### config.mk
export PLATFORM = sky130hd
export DESIGN_NAME = seq_divider
export DESIGN_NICKNAME = d
export VERILOG_FILES = /design/src/rtl/seq_divider_pkg.sv /design/src/rtl/seq_divider_div_step.sv /design/src/rtl/seq_divider.sv
export SDC_FILE = /design/constraint.sdc
export NUM_CORES = 1
export LEC_CHECK = 0
export BUFFER_PORTS_ARGS = -buffer_cell sky130_fd_sc_hd__buf_4
export CAP_MARGIN = 5
export CORE_MARGIN = 2
export CORE_UTILIZATION = 40
export DETAILED_ROUTE_END_ITERATION = 10
export GPL_ROUTABILITY_DRIVEN = 0
export SLEW_MARGIN = 20
export SYNTH_ARGS = -nofsm -noshare
export SYNTH_HDL_FRONTEND = slang
export SYNTH_SLANG_ARGS = --single-unit
### constraint.sdc
create_clock -name clk -period 16.3 [get_ports clk]
set_clock_uncertainty 0.2 [all_clocks]
set_input_delay 1.63 -clock clk [delete_from_list [all_inputs] [get_ports clk]]
set_output_delay 1.63 -clock clk [all_outputs]
set_load 0.05 [all_outputs]
### src/rtl/seq_divider_pkg.sv
// rtl/seq_divider_pkg.sv - shared state encoding and constants for the sequential divider
package seq_divider_pkg;

  localparam int DEF_WIDTH = 32;

  // Divide-by-zero quotient is all ones at any width; replicate this bit.
  localparam logic DIVZERO_QUO_BIT = 1'b1;

  typedef enum logic [1:0] {
    ST_IDLE = 2'd0,
    ST_RUN  = 2'd1,
    ST_FIX  = 2'd2,
    ST_DONE = 2'd3
  } state_e;

endpackage

### src/rtl/seq_divider_div_step.sv
// rtl/seq_divider_div_step.sv - one restoring shift-and-subtract iteration on a full-adder ripple
module seq_divider_div_step #(
  parameter int WIDTH = 32
) (
  input  logic [WIDTH-1:0] rem_i,
  input  logic             bit_i,
  input  logic [WIDTH-1:0] divisor_i,
  output logic [WIDTH-1:0] rem_o,
  output logic             qbit_o
);

  logic [WIDTH:0] a;
  logic [WIDTH:0] b;
  logic [WIDTH:0] diff;
  logic           carry;

  assign a = {rem_i, bit_i};
  assign b = ~{1'b0, divisor_i};

  // a + ~b + 1 through full-adder cells; final carry-out set means no borrow.
  always_comb begin
    diff  = '0;
    carry = 1'b1;
    for (int i = 0; i <= WIDTH; i++) begin
      diff[i] = a[i] ^ b[i] ^ carry;
      carry   = (a[i] & b[i]) | (carry & (a[i] ^ b[i]));
    end
  end

  assign qbit_o = carry;
  assign rem_o  = carry ? diff[WIDTH-1:0] : a[WIDTH-1:0];

endmodule

### src/rtl/seq_divider.sv
// rtl/seq_divider.sv - multi-cycle signed/unsigned restoring divider with start/busy/done handshake
module seq_divider
  import seq_divider_pkg::*;
#(
  parameter int WIDTH = DEF_WIDTH
) (
  input  logic             clk,
  input  logic             reset,
  input  logic             start,
  input  logic             is_signed,
  input  logic [WIDTH-1:0] dividend,
  input  logic [WIDTH-1:0] divisor,
  output logic [WIDTH-1:0] quotient,
  output logic [WIDTH-1:0] remainder,
  output logic             busy,
  output logic             done,
  output logic             divzero,
  output logic             overflow
);

  localparam int CW = $clog2(WIDTH);

  state_e           state_q, state_d;
  logic [CW-1:0]    cnt_q, cnt_d;
  logic [WIDTH-1:0] rem_q, rem_d;
  logic [WIDTH-1:0] quo_q, quo_d;
  logic [WIDTH-1:0] dmag_q, dmag_d;
  logic [WIDTH-1:0] quotient_q, quotient_d;
  logic [WIDTH-1:0] remainder_q, remainder_d;
  logic             sgn_q, sgn_d;
  logic             dneg_q, dneg_d;
  logic             vneg_q, vneg_d;
  logic             ovf_pend_q, ovf_pend_d;
  logic             divzero_q, divzero_d;
  logic             overflow_q, overflow_d;

  logic [WIDTH-1:0] step_rem;
  logic             step_qbit;
  logic [WIDTH-1:0] min_neg;

  assign min_neg = {1'b1, {(WIDTH-1){1'b0}}};

  seq_divider_div_step #(.WIDTH(WIDTH)) u_step (
    .rem_i     (rem_q),
    .bit_i     (quo_q[WIDTH-1]),
    .divisor_i (dmag_q),
    .rem_o     (step_rem),
    .qbit_o    (step_qbit)
  );

  always_comb begin
    state_d     = state_q;
    cnt_d       = cnt_q;
    rem_d       = rem_q;
    quo_d       = quo_q;
    dmag_d      = dmag_q;
    sgn_d       = sgn_q;
    dneg_d      = dneg_q;
    vneg_d      = vneg_q;
    ovf_pend_d  = ovf_pend_q;
    quotient_d  = quotient_q;
    remainder_d = remainder_q;
    divzero_d   = divzero_q;
    overflow_d  = overflow_q;
    case (state_q)
      ST_IDLE: begin
        if (start) begin
          if (divisor == '0) begin
            quotient_d  = {WIDTH{DIVZERO_QUO_BIT}};
            remainder_d = dividend;
            divzero_d   = 1'b1;
            overflow_d  = 1'b0;
            state_d     = ST_DONE;
          end else begin
            sgn_d      = is_signed;
            dneg_d     = is_signed & dividend[WIDTH-1];
            vneg_d     = is_signed & divisor[WIDTH-1];
            quo_d      = dneg_d ? -dividend : dividend;
            dmag_d     = vneg_d ? -divisor : divisor;
            rem_d      = '0;
            cnt_d      = '0;
            divzero_d  = 1'b0;
            overflow_d = 1'b0;
            ovf_pend_d = is_signed && (dividend == min_neg) && (divisor == '1);
            state_d    = ST_RUN;
          end
        end
      end
      ST_RUN: begin
        // The quotient register doubles as the dividend shifter.
        rem_d = step_rem;
        quo_d = {quo_q[WIDTH-2:0], step_qbit};
        cnt_d = cnt_q + 1'b1;
        if (cnt_q == CW'(WIDTH-1)) state_d = ST_FIX;
      end
      ST_FIX: begin
        quotient_d  = (sgn_q && (dneg_q ^ vneg_q)) ? -quo_q : quo_q;
        remainder_d = (sgn_q && dneg_q) ? -rem_q : rem_q;
        overflow_d  = ovf_pend_q;
        state_d     = ST_DONE;
      end
      ST_DONE: state_d = ST_IDLE;
      default: state_d = ST_IDLE;
    endcase
  end

  always_ff @(posedge clk or posedge reset) begin
    if (reset) begin
      state_q     <= ST_IDLE;
      cnt_q       <= '0;
      rem_q       <= '0;
      quo_q       <= '0;
      dmag_q      <= '0;
      sgn_q       <= 1'b0;
      dneg_q      <= 1'b0;
      vneg_q      <= 1'b0;
      ovf_pend_q  <= 1'b0;
      quotient_q  <= '0;
      remainder_q <= '0;
      divzero_q   <= 1'b0;
      overflow_q  <= 1'b0;
    end else begin
      state_q     <= state_d;
      cnt_q       <= cnt_d;
      rem_q       <= rem_d;
      quo_q       <= quo_d;
      dmag_q      <= dmag_d;
      sgn_q       <= sgn_d;
      dneg_q      <= dneg_d;
      vneg_q      <= vneg_d;
      ovf_pend_q  <= ovf_pend_d;
      quotient_q  <= quotient_d;
      remainder_q <= remainder_d;
      divzero_q   <= divzero_d;
      overflow_q  <= overflow_d;
    end
  end

  assign quotient  = quotient_q;
  assign remainder = remainder_q;
  assign divzero   = divzero_q;
  assign overflow  = overflow_q;
  assign busy      = (state_q != ST_IDLE);
  assign done      = (state_q == ST_DONE);

endmodule

==> run_summary.xml <==
<?xml version="1.0" encoding="UTF-8"?>
<metrics>
  <group name="sta">
    <metric name="tns" unit="ps">0</metric>
    <metric name="maxSlewViolCount" unit="">0</metric>
    <metric name="setup_ws" unit="ps">2060</metric>
    <metric name="worst_hold_slack" unit="ps">282</metric>
    <metric name="worst_slew_pin_slew" unit="ps">1030</metric>
    <metric name="fmaxAchievable" unit="GHz">0.0702</metric>
    <metric name="finalHoldViolCount" unit="">0</metric>
    <metric name="fraction_of_the_cycle_the_final_worst_path_needs" unit="%">87.4</metric>
    <metric name="setup_viol" unit="">0</metric>
    <metric name="shortest_period_the_worst_path_allows" unit="ps">14240</metric>
    <metric name="grt_setup_unrepaired" unit="">no</metric>
    <metric name="relSlewSlack" unit="%">31.2</metric>
  </group>
  <group name="clock_network">
    <metric name="ctsResizeCount" unit="">0</metric>
    <metric name="clock_buffer_depth" unit="">2</metric>
    <metric name="cts_root_buf" unit="">sky130_fd_sc_hd__clkbuf_16</metric>
    <metric name="cts-buffers-inserted" unit="">17</metric>
    <metric name="htreeDepth" unit="">4</metric>
    <metric name="cts.reportedPaths.clkPinSlew" unit="ps">70</metric>
    <metric name="cts_tree" unit="">done</metric>
    <metric name="clock_latency" unit="ps">440</metric>
    <metric name="postCtsSetupBuffers" unit="">0</metric>
    <metric name="holdBufCountCts" unit="">0</metric>
    <metric name="clock-sinks" unit="">173</metric>
  </group>
  <group name="synthesis">
    <metric name="compound_gate_fraction_of_synth_area" unit="%">17.6</metric>
    <metric name="synth.ff_latch_count" unit="">173</metric>
    <metric name="synth_async_sr_flop_share" unit="%">100</metric>
    <metric name="post_syn_instances" unit="">1275</metric>
    <metric name="yosys_synthesis_warning_count" unit="">0</metric>
    <metric name="synth-simple-area-share" unit="%">17.0</metric>
    <metric name="post_synth_instance_area" unit="µm²">11300</metric>
    <metric name="synth.mux.area_fraction" unit="%">6.22</metric>
    <metric name="post_synth_adder_cell_area" unit="%">6.84</metric>
    <metric name="synth-edff-count" unit="">0</metric>
    <metric name="netlist-cell-type-count" unit="">63</metric>
    <metric name="post_synth.cell_area_avg" unit="µm²">8.84</metric>
    <metric name="synth_top_flop_cell" unit="">sky130_fd_sc_hd__dfrtp_1</metric>
    <metric name="ys_seq_area_share" unit="%">38.4</metric>
    <metric name="synth-xor-area-share" unit="%">8.47</metric>
    <metric name="combinational_family_with_the_most_area_after_synthesis" unit="">compound AO/OA/AOI/OAI gates</metric>
    <metric name="synthesis.nets" unit="">1386</metric>
  </group>
  <group name="cells_and_area">
    <metric name="mostFrequentLayoutCells" unit="">sky130_fd_sc_hd__dfrtp_1 (173), sky130_fd_sc_hd__buf_4 (144), sky130_fd_sc_hd__nand2_1 (138)</metric>
    <metric name="synthToLayoutAreaGrowth" unit="%">15.6</metric>
    <metric name="n_antenna_cell" unit="">0</metric>
    <metric name="mostFrequentLayoutCell" unit="">sky130_fd_sc_hd__dfrtp_1</metric>
    <metric name="post_route_cells_drive_above_1_share" unit="%">14.5</metric>
    <metric name="nFillCells" unit="">2785</metric>
    <metric name="fin_nets" unit="">1464</metric>
    <metric name="final_area" unit="µm²">13000</metric>
    <metric name="stdcell_count" unit="">1744</metric>
    <metric name="post-route-util" unit="%">46.9</metric>
  </group>
  <group name="worst_hold_path">
    <metric name="hold_crit_start" unit="">dmag_q[23]</metric>
    <metric name="holdPathEnd" unit="">dmag_q[23]</metric>
    <metric name="hold_critical_path_depth" unit="">2</metric>
    <metric name="worstHoldPathType" unit="">reg2reg</metric>
  </group>
  <group name="routing">
    <metric name="detail_route.iter0.violations" unit="">717</metric>
    <metric name="number_of_vias_per_cell_after_detailed_routing" unit="">5.52</metric>
    <metric name="antenna_violating_nets_post_route" unit="">0</metric>
    <metric name="drtPass1Iterations" unit="">5</metric>
    <metric name="postRouteWirelength" unit="µm">31600</metric>
    <metric name="final_routed_drc_violation_total" unit="">0</metric>
    <metric name="post_drt_wl_per_cell" unit="µm">18.1</metric>
    <metric name="routed-via-count" unit="">9624</metric>
  </group>
  <group name="grt">
    <metric name="grt_remaining_overflow" unit="">0</metric>
    <metric name="grt_pass1_vias" unit="">9235</metric>
    <metric name="grt_start_max_net_pins" unit="">111</metric>
    <metric name="grtUsageTotal" unit="%">22.0</metric>
    <metric name="global_route_wire_length_before_repair" unit="µm">50600</metric>
    <metric name="grt_antenna_before_repair" unit="">0</metric>
  </group>
  <group name="placement">
    <metric name="placed_cells" unit="">1712</metric>
    <metric name="buffer_ports.inserted" unit="">135</metric>
    <metric name="dpl_cell_area" unit="µm²">12500</metric>
    <metric name="placement.setup.worst_slack" unit="ps">2120</metric>
    <metric name="hpwl" unit="µm">23000</metric>
  </group>
  <group name="die">
    <metric name="die-area" unit="µm²">29500</metric>
    <metric name="design.core.area" unit="µm²">27800</metric>
    <metric name="io_pins" unit="">136</metric>
    <metric name="die_x" unit="µm">172</metric>
    <metric name="placement_rows" unit="">61</metric>
    <metric name="die_h" unit="µm">172</metric>
    <metric name="initial_core_util" unit="%">40.6</metric>
  </group>
  <group name="critical_path">
    <metric name="worstSetupEndpointType" unit="">flip-flop</metric>
    <metric name="setup.worst_path.class" unit="">reg2reg</metric>
    <metric name="critPathSlowestCell" unit="">sky130_fd_sc_hd__nor2_4</metric>
    <metric name="crit_path_max_incr_delay" unit="ps">620</metric>
    <metric name="setup.reg_to_reg.worst_slack" unit="ps">2060</metric>
    <metric name="critPathLaunchType" unit="">flip-flop</metric>
    <metric name="critical_path.most_common_cell" unit="">sky130_fd_sc_hd__fa_1</metric>
    <metric name="crit-reg2reg-launch" unit="">quo_q[31]</metric>
    <metric name="worst_path_fanout_max" unit="">25</metric>
    <metric name="worst-r2r-cell-count" unit="">43</metric>
    <metric name="crit_required" unit="ps">16410</metric>
    <metric name="critical_path_data_arrival_time" unit="ps">14350</metric>
    <metric name="rr_endpoint" unit="">rem_q[16]</metric>
  </group>
  <group name="status">
    <metric name="status" unit="">completed</metric>
  </group>
  <group name="power_and_ir_drop">
    <metric name="power" unit="mW">2.20</metric>
    <metric name="power-per-cell-area" unit="nW/µm²">169</metric>
    <metric name="static_leakage" unit="nW">5.84</metric>
    <metric name="worst_ir_drop_vdd" unit="mV">0.116</metric>
  </group>
  <group name="run">
    <metric name="reported_max_cap_violation_count" unit="">0</metric>
  </group>
</metrics>
cells in the mapped netlist (7+ instances only):
library cell,n,area (µm²)
sky130_fd_sc_hd__nor3_1,32,160
sky130_fd_sc_hd__o211ai_1,7,52.6
sky130_fd_sc_hd__mux2i_1,61,611
sky130_fd_sc_hd__a31oi_1,58,363
sky130_fd_sc_hd__nand4_1,16,100
sky130_fd_sc_hd__or3_1,13,81.3
sky130_fd_sc_hd__or4_1,15,113
sky130_fd_sc_hd__inv_1,58,218
sky130_fd_sc_hd__o31ai_1,41,308
sky130_fd_sc_hd__o21ai_0,106,531
sky130_fd_sc_hd__nand3_1,24,120
sky130_fd_sc_hd__nand2_1,139,522
sky130_fd_sc_hd__xnor2_1,54,473
sky130_fd_sc_hd__a21oi_1,68,340
sky130_fd_sc_hd__clkbuf_1,60,225
sky130_fd_sc_hd__o41ai_1,10,87.6
sky130_fd_sc_hd__buf_2,11,55.1
sky130_fd_sc_hd__fa_1,31,621
sky130_fd_sc_hd__dfrtp_1,173,4330
sky130_fd_sc_hd__and3_1,9,56.3
sky130_fd_sc_hd__xor2_1,55,482
sky130_fd_sc_hd__ha_1,12,150
sky130_fd_sc_hd__nor2_1,122,458
sky130_fd_sc_hd__nor4_1,17,106
layout make-up:
class	count	area [µm²]	area share [%]
clock buffers	18	439	3.37
flip-flops and latches	173	4330	33.2
clock inverters	14	125	0.960
repair buffers	145	1090	8.38
well taps	378	473	3.63
multi-input cells	957	6350	48.7
inverters	59	226	1.74
where the power goes:
| group | internal (mW) | switching, mW | total [mW] |
|---|---|---|---|
| registers | 0.577 | 0.127 | 0.704 |
| clock network | 0.205 | 0.198 | 0.403 |
| logic | 0.350 | 0.746 | 1.10 |
| total | 1.13 | 1.07 | 2.20 |
flip-flops by register name, indices dropped and copies added, names as in the netlist, 2 cells and up:
| signal | count |
|---|---|
| quotient | 32 |
| dmag_q | 32 |
| quo_q | 32 |
| rem_q | 32 |
| remainder | 32 |
| cnt_q | 5 |
| state_q | 2 |
per-layer routing:
metal	part of all wire [%]	track usage, %	vias up
li1	-	-	4671
met1	49	32.3	4620
met2	44	33.2	286
met3	4.5	2.88	47
met4	2.7	7.60	0
met5	0	0	-
logic make-up after synthesis:
logic type	count (synthesis)
and+or+nand+nor	413
AOI/OAI and AO/OA	324
xor gates and xnor gates	109
adders and majority gates	43
buffers and inverters	145
DFF	173
muxes	68
worst max-delay path by stage:
stage                   start        end  slack, ps  depth (start not counted)
finish              quo_q[31]  rem_q[16]       2060                         43
global route        quo_q[31]  rem_q[16]       1460                         43
CTS                 quo_q[31]  rem_q[16]       2040                         43
detailed placement  quo_q[31]  rem_q[16]       2120                         43
global placement    quo_q[31]  rem_q[16]       2230                         43
floorplan           quo_q[31]  rem_q[13]       2840                         42
worst max-delay path, delay by kind of cell (launching register included):
kind | cells | cell delay [ps]
AO/OA/AOI/OAI | 1 | 80
adder cells (fa/ha/maj) | 32 | 11580
buffers and inverters | 7 | 760
flip-flops | 1 | 410
multiplexers | 1 | 360
AND/OR/NAND/NOR | 2 | 690
Note: power is estimated with default switching activity, not from simulation.
